$ cat config.mk
export PLATFORM = sky130hd
export DESIGN_NAME = stack_param
export DESIGN_NICKNAME = d
export VERILOG_FILES = /design/src/rtl/stack_pkg.sv /design/src/rtl/stack_param_mem.sv /design/src/rtl/stack_param.sv
export SDC_FILE = /design/constraint.sdc
export NUM_CORES = 1
export LEC_CHECK = 0
export BUFFER_PORTS_ARGS = -buffer_cell sky130_fd_sc_hd__buf_2
export CAP_MARGIN = 20
export CORE_MARGIN = 3
export CORE_UTILIZATION = 50
export DETAILED_ROUTE_END_ITERATION = 8
export GPL_ROUTABILITY_DRIVEN = 0
export GPL_TIMING_DRIVEN = 0
export PLACE_DENSITY = 0.77
export SYNTH_ARGS = -nofsm -noshare
export SYNTH_HDL_FRONTEND = slang
export SYNTH_HIERARCHICAL = 1
export SYNTH_SLANG_ARGS = --single-unit
$ cat constraint.sdc
create_clock -name CLK -period 7.5 [get_ports CLK]
set_input_delay 1.125 -clock CLK [delete_from_list [all_inputs] [get_ports CLK]]
set_output_delay 1.125 -clock CLK [all_outputs]
set_load 0.01 [all_outputs]
$ cat src/rtl/stack_pkg.sv
// stack_pkg: command encoding and modulo-DEPTH pointer helpers for stack_param
package stack_pkg;

    typedef enum logic [1:0] {
        CMD_NOP  = 2'b00,
        CMD_PUSH = 2'b01,
        CMD_POP  = 2'b10,
        CMD_GET  = 2'b11
    } cmd_t;

    // (p + 1) mod d for p < d, without a divider
    function automatic int unsigned inc_mod(input int unsigned p, input int unsigned d);
        return (p + 1 >= d) ? 0 : p + 1;
    endfunction

    // (p - k) mod d for p < d and k <= d, without a divider
    function automatic int unsigned sub_mod(input int unsigned p, input int unsigned k,
                                            input int unsigned d);
        int unsigned s;
        s = p + d - k;
        return (s >= d) ? s - d : s;
    endfunction

    // (p - 1) mod d for p < d
    function automatic int unsigned dec_mod(input int unsigned p, input int unsigned d);
        return sub_mod(p, 1, d);
    endfunction

endpackage

$ cat src/rtl/stack_param_mem.sv
// stack_param_mem: DEPTH x WIDTH storage, one synchronous write port, one combinational read port
module stack_param_mem #(
    parameter int WIDTH = 4,
    parameter int DEPTH = 5,
    parameter int AW    = $clog2(DEPTH)
) (
    input  logic             CLK,
    input  logic             we,
    input  logic [AW-1:0]    waddr,
    input  logic [WIDTH-1:0] wdata,
    input  logic [AW-1:0]    raddr,
    output logic [WIDTH-1:0] rdata
);

    logic [WIDTH-1:0] mem [DEPTH];

    // contents are never cleared; the control logic never reads unwritten slots
    always_ff @(posedge CLK) begin
        if (we) mem[waddr] <= wdata;
    end

    assign rdata = mem[raddr];

endmodule

$ cat src/rtl/stack_param.sv
// stack_param: LIFO stack on a circular buffer with push/pop/get; STACK_PARAM_WRAP_EN makes push-on-full overwrite the oldest entry
module stack_param
    import stack_pkg::*;
#(
    parameter int WIDTH = 4,
    parameter int DEPTH = 5,
    localparam int AW   = $clog2(DEPTH),
    localparam int CW   = $clog2(DEPTH + 1)
) (
    input  logic             CLK,
    input  logic             RESET_N,
    input  logic [1:0]       COMMAND,
    input  logic             CMD_VALID,
    input  logic [WIDTH-1:0] IN_DATA,
    input  logic [AW-1:0]    INDEX,
    output logic [WIDTH-1:0] OUT_DATA,
    output logic             OUT_VALID,
    output logic             ERROR,
    output logic [CW-1:0]    COUNT,
    output logic             FULL,
    output logic             EMPTY
);

`ifdef STACK_PARAM_WRAP_EN
    localparam bit WRAP = 1'b1;
`else
    localparam bit WRAP = 1'b0;
`endif

    cmd_t             cmd;
    logic [AW-1:0]    head;
    logic [AW-1:0]    raddr;
    logic [WIDTH-1:0] rdata;
    logic             push_ok;
    logic             pop_ok;
    logic             get_ok;
    logic             err;

    assign cmd   = CMD_VALID ? cmd_t'(COMMAND) : CMD_NOP;
    assign FULL  = COUNT == CW'(DEPTH);
    assign EMPTY = COUNT == '0;

    // decode which command is accepted and where the read port points (pop reads index 0)
    always_comb begin
        push_ok = cmd == CMD_PUSH && (!FULL || WRAP);
        pop_ok  = cmd == CMD_POP && !EMPTY;
        get_ok  = cmd == CMD_GET && 32'(INDEX) < 32'(COUNT);
        err     = (cmd == CMD_PUSH && !push_ok) || (cmd == CMD_POP && !pop_ok) ||
                  (cmd == CMD_GET && !get_ok);
        raddr   = AW'(sub_mod(32'(head), cmd == CMD_GET ? 32'(INDEX) + 1 : 1, DEPTH));
    end

    stack_param_mem #(
        .WIDTH(WIDTH),
        .DEPTH(DEPTH),
        .AW   (AW)
    ) u_mem (
        .CLK  (CLK),
        .we   (push_ok),
        .waddr(head),
        .wdata(IN_DATA),
        .raddr(raddr),
        .rdata(rdata)
    );

    // pointer, occupancy and registered result/status; a wrapping push keeps COUNT at DEPTH
    always_ff @(posedge CLK or negedge RESET_N) begin
        if (!RESET_N) begin
            head      <= '0;
            COUNT     <= '0;
            OUT_DATA  <= '0;
            OUT_VALID <= 1'b0;
            ERROR     <= 1'b0;
        end else begin
            if (push_ok) head <= AW'(inc_mod(32'(head), DEPTH));
            else if (pop_ok) head <= AW'(dec_mod(32'(head), DEPTH));
            if (push_ok && !FULL) COUNT <= COUNT + CW'(1);
            else if (pop_ok) COUNT <= COUNT - CW'(1);
            if (pop_ok || get_ok) OUT_DATA <= rdata;
            OUT_VALID <= pop_ok || get_ok;
            ERROR     <= err;
        end
    end

endmodule

# After elaboration in Yosys (flattened, before gate mapping)
# Memory sizes are Yosys's and may differ from the RTL's. A register that Yosys moved wholly into a read port is not among the register bits.
# Cells that the tools add are included.
# op_classes
n_lt_le_gt_ge	4
addsub	9
reduce_logical	19
eq_ne	4
n_mux	11
# ops
cell	count
>= comparator 32 x 3 -> 1 bit (second input constant)	2
two-way mux 3 bit	7
adder 3 x 1 -> 4 bit (second input constant)	2
logical AND 1 bit	7
zero test 1 bit	6
subtractor 3 bit (second input constant)	2
subtractor 4 x 1 -> 5 bit (second input constant)	1
subtractor 4 x 4 -> 5 bit	1
adder 3 x 3 -> 4 bit (second input constant)	1
== test 2 bit (second input constant)	2
>= comparator 4 x 3 -> 1 bit (second input constant)	1
two-way mux 4 bit	1
nonzero test 2 bit	2
adder 3 x 1 -> 3 bit (second input constant)	1
== test 3 bit (second input constant)	1
zero test 3 bit	1
logical OR 1 bit	3
less-than comparator 3 bit	1
subtractor 3 x 1 -> 3 bit (second input constant)	1
== test 2 x 1 -> 1 bit (second input constant)	1
two-way mux 1 bit	2
two-way mux 2 bit	1
# totals
n_memories	1
ff_bits	8
ram_bits	20
output_inout_bits	11
elab_cells	52
in_bits	12
# memory_table
memory	words	word_bits	rd	rd_clocked_by_memory_dff	wr	line_no	text
u_mem.mem	5	4	1	1	1	stack_param_mem.sv:15	logic [WIDTH-1:0] mem [DEPTH];

# Longest topological paths before layout
# logic_depth
word_depth	7
mapped_depth	14
mapped_depth_nobuf	13

# By module
# Netlist, hierarchy kept.
# modules_own_cells
module	seq_area_each_um2	area_per_inst_um2	cells_each	n_inst
stack_param	300.3	1066.0	118	1
stack_param_mem	600.6	814.5	51	1

# Least setup slack after synthesis
# OpenSTA, ideal clock, no wires.
# synth_timing
path_type	input to register
from	input COMMAND[1]
to	register OUT_DATA[1] (read register of u_mem.mem)
arrival_time_ps	3845
path_buffers	1
setup_slack_ps	3530
setup_ps	125
path_stages	13
cell_sequence	and3_1 -> nand2_1 -> ha_1 -> fa_1 -> ha_1 -> a21oi_1 -> or4_4 -> xnor2_1 -> buf_6 -> nor2b_1 -> a211oi_1 -> a221oi_1 -> mux2_2
# synth_via
elab_chain_len	6
elab_cells_between_ends	11
cone_classes	add/sub (2); order compare (1); eq/ne (2); mux (3); reduce/logical (3)
# synth_rtl
item	line_no	text
start: declaration	stack_param.sv:12	input logic [1:0] COMMAND,
two-way mux 2 bit (*)	stack_param.sv:39	assign cmd = CMD_VALID ? cmd_t'(COMMAND) : CMD_NOP;
== test 2 bit (*)	stack_param.sv:50	raddr = AW'(sub_mod(32'(head), cmd == CMD_GET ? 32'(INDEX) + 1 : 1, DEPTH));
two-way mux 4 bit (*)	stack_param.sv:50	
subtractor 4 x 4 -> 5 bit (*)	stack_pkg.sv:20	s = p + d - k;
>= comparator 32 x 3 -> 1 bit / subtractor 3 bit (equally long branches)	stack_pkg.sv:21	return (s >= d) ? s - d : s;
two-way mux 3 bit (*)	stack_pkg.sv:21	
named net raddr[0]	stack_param.sv:32	logic [AW-1:0] raddr;
end: declaration	stack_param.sv:16	output logic [WIDTH-1:0] OUT_DATA,
# Mark *: on every way through the listed nets, which the timed path passes. The rest lies on a longest branch.
# A chain may end at the register's enable or synchronous reset.

# Worst setup path after layout
# layout_timing
from	input COMMAND[0]
to	register OUT_DATA[0] (read register of u_mem.mem)
# The elaborated chain is that of the path after synthesis.

==> flow_metrics.tcl <==
set metrics [dict create \
    status "completed" \
    cp.arrival_ns 4.37 \
    layout-drive-gt1-share 0.196 \
    cts_setup_buffers 0 \
    synth_xor_area_frac 0.0279 \
    drt_iter0_drc 154 \
    clock_path_buffers 2 \
    path_class "in -> reg" \
    vias 1386 \
    ant_nets 0 \
    postSynthAreaPerCell_sq_um 11.1 \
    gr-total-overflow 0 \
    critical-path-top-delay-family "adder cells" \
    layout.nets 224 \
    dr.pass1.iters 4 \
    yosysMostFrequentCell "edfxtp_1" \
    hpwl_mm 2.83 \
    cp-startpoint "COMMAND[0]" \
    synth_top_area_cell "edfxtp_1" \
    yosysTopAreaCellShare 0.319 \
    tightest_slew_ns 0.699 \
    drv_slew 0 \
    coreArea_sq_um 3470 \
    htree_levels 2 \
    crit_path_end_kind "register" \
    antenna_found_initial 0 \
    tns_ns 0 \
    syn_area_sq_um 1880 \
    cts_buffers 5 \
    drc_errors 0 \
    synth_simple_gate_area_frac 0.146 \
    yosysSeqAreaShare 0.479 \
    maxCapViolations 0 \
    fmax_mhz 237 \
    crit_top_cell "ha_1" \
    ys_warn_count 6 \
    grt_pass1_wl_mm 6.17 \
    synth_top_family_by_area "simple AND/OR/NAND/NOR gates" \
    synth_nets 195 \
    async_reset_ff_frac 0.375 \
    synth_edf_count 20 \
    diodes 0 \
    ctsHoldBuffers 0 \
    die_h_um 67.3 \
    initial_core_util 0.542 \
    crit_chain "buf_2 -> and3_1 -> nand2_1 -> ha_1 -> fa_1 -> ha_1 -> a21oi_1 -> or4_4 -> xnor2_1 -> buf_6 -> mux2i_1 -> a221oi_1 -> mux2_2" \
    synthTopCellsByArea "edfxtp_1, dfrtp_1, ha_1" \
    hp-class "reg -> reg" \
    startpoint_type "input port" \
    clkSlewWorstSetupHoldPaths_ns 0.06 \
    die_width_um 67.3 \
    cts_tree "built" \
    slowest_delay_ns 0.57 \
    rsz0062_at_grt "false" \
    synth_adder_area_share 0.101 \
    r2r_start "head[0]$_DFFE_PN0P_" \
    grt_max_degree 15 \
    wl_per_cell_um 14.5 \
    syn-instance-count 169 \
    maxSlewHeadroom 0.533 \
    vias_per_cell 5.66 \
    fill_cells 298 \
    critPathBufInv 2 \
    rows 21 \
    synth_compound_gate_area_share 0.136 \
    period_minus_slack_ns 4.21 \
    port_buffers 22 \
    grt_pass1_vias 1390 \
    clk_latency_ns 0.27 \
    hold_viol_final 0 \
    final-setup-viol-count 0 \
    skew_ns 0.00161 \
    muxShareOfSynthArea 0.0665 \
    slowest_stage "fa_1" \
    boundaryPins 23 \
    synth-main-ff-cell "edfxtp_1" \
    worstPathMaxFanout 10 \
    finalWirelength_mm 3.56 \
    synth_cell_types 44 \
    min_from "OUT_DATA[0]$_DFFE_PN0P_" \
    cts_num_sinks 32 \
    grt_use_total 0.184 \
    synth_common_cells "edfxtp_1, inv_1, dfrtp_1, ha_1, nand2_1" \
    cts_root_buf "clkbuf_8" \
    dieArea_sq_um 4530 \
    cp.required_ns 7.66 \
    ctsResizeCount 0 \
    synth_seq_cells 32 \
    syn_to_final_growth_pct 13.3 \
    fin_crit_sh 0.561 \
]
-- through the flow --
| step | util | cell area (sq um) | worst slack (ns) | cells | hold slack [ns] |
|---|---|---|---|---|---|
| floorplan | - | 1880 | 3.53 | 169 | 0.551 |
| global placement | 0.591 | 2050 | 3.10 | 237 | 0.487 |
| detailed placement | 0.591 | 2050 | 3.01 | 237 | 0.496 |
| CTS | 0.614 | 2130 | 3.28 | 245 | 0.514 |
| global route | 0.614 | 2130 | 3.05 | 245 | 0.530 |
| finish | 0.614 | 2130 | 3.29 | 245 | 0.511 |
-- kinds of logic (layout without fill, tap and decap cells) --
group,after synthesis,in the layout
XOR/XNOR,6,6
adder cells (fa/ha/maj),14,14
multiplexers,12,12
AO/OA/AOI/OAI,37,37
flip-flops,32,32
buffers and inverters,19,49
AND/OR/NAND/NOR,49,49
-- layout make-up --
type                            count  area, sq um  area share
Tap cell                           46         57.6      0.0270
Clock inverter                      3         13.8     0.00646
Timing Repair Buffer               22          110      0.0517
Sequential cell                    32          901       0.423
Clock buffer                        5         68.8      0.0323
Multi-Input combinational cell    118          897       0.421
Inverter                           16         60.1      0.0282
Buffer                              3         22.5      0.0106
-- flip-flops by register name, summed over array words and instances (netlist names) --
signal     count
OUT_VALID      1
head           3
ERROR          1
COUNT          3
OUT_DATA       4
u_mem/mem     20
-- placed cells by master, fill, tap and decap left out, types with 5 or more instances in the layout --
cell	n
nand2b_1	6
edfxtp_1	20
o21ai_0	6
a21oi_1	7
ha_1	12
nand2_1	11
clkbuf_8	5
nor2_1	6
inv_1	16
mux2i_1	8
a221oi_1	5
a211oi_1	5
dfrtp_1	12
buf_2	22
-- worst paths after layout --
path	cells after the start	to	slack, ns
hold reg to reg	1	OUT_DATA[0]$_DFFE_PN0P_	0.51
max in group asynchronous	1	COUNT[0]$_DFFE_PN0P_	6.58
setup reg to reg	13	OUT_DATA[0]$_DFFE_PN0P_	3.73
hold / removal	1	OUT_DATA[0]$_DFFE_PN0P_	0.51
setup / recovery	13	OUT_DATA[0]$_DFFE_PN0P_	3.29
min in group asynchronous	1	OUT_DATA[0]$_DFFE_PN0P_	0.71
-- layer usage --
layer  vias up  part of all wire  GRT usage
met2        43              0.52      0.317
met1       658              0.42      0.221
met4         0             0.013     0.0709
li1        679                 -          -
met5         -                 0          0
met3         6             0.046     0.0466
Power is left out: the tool's default activity adds up to more than one toggle a clock period on the data nets, which glitch-free logic cannot reach.
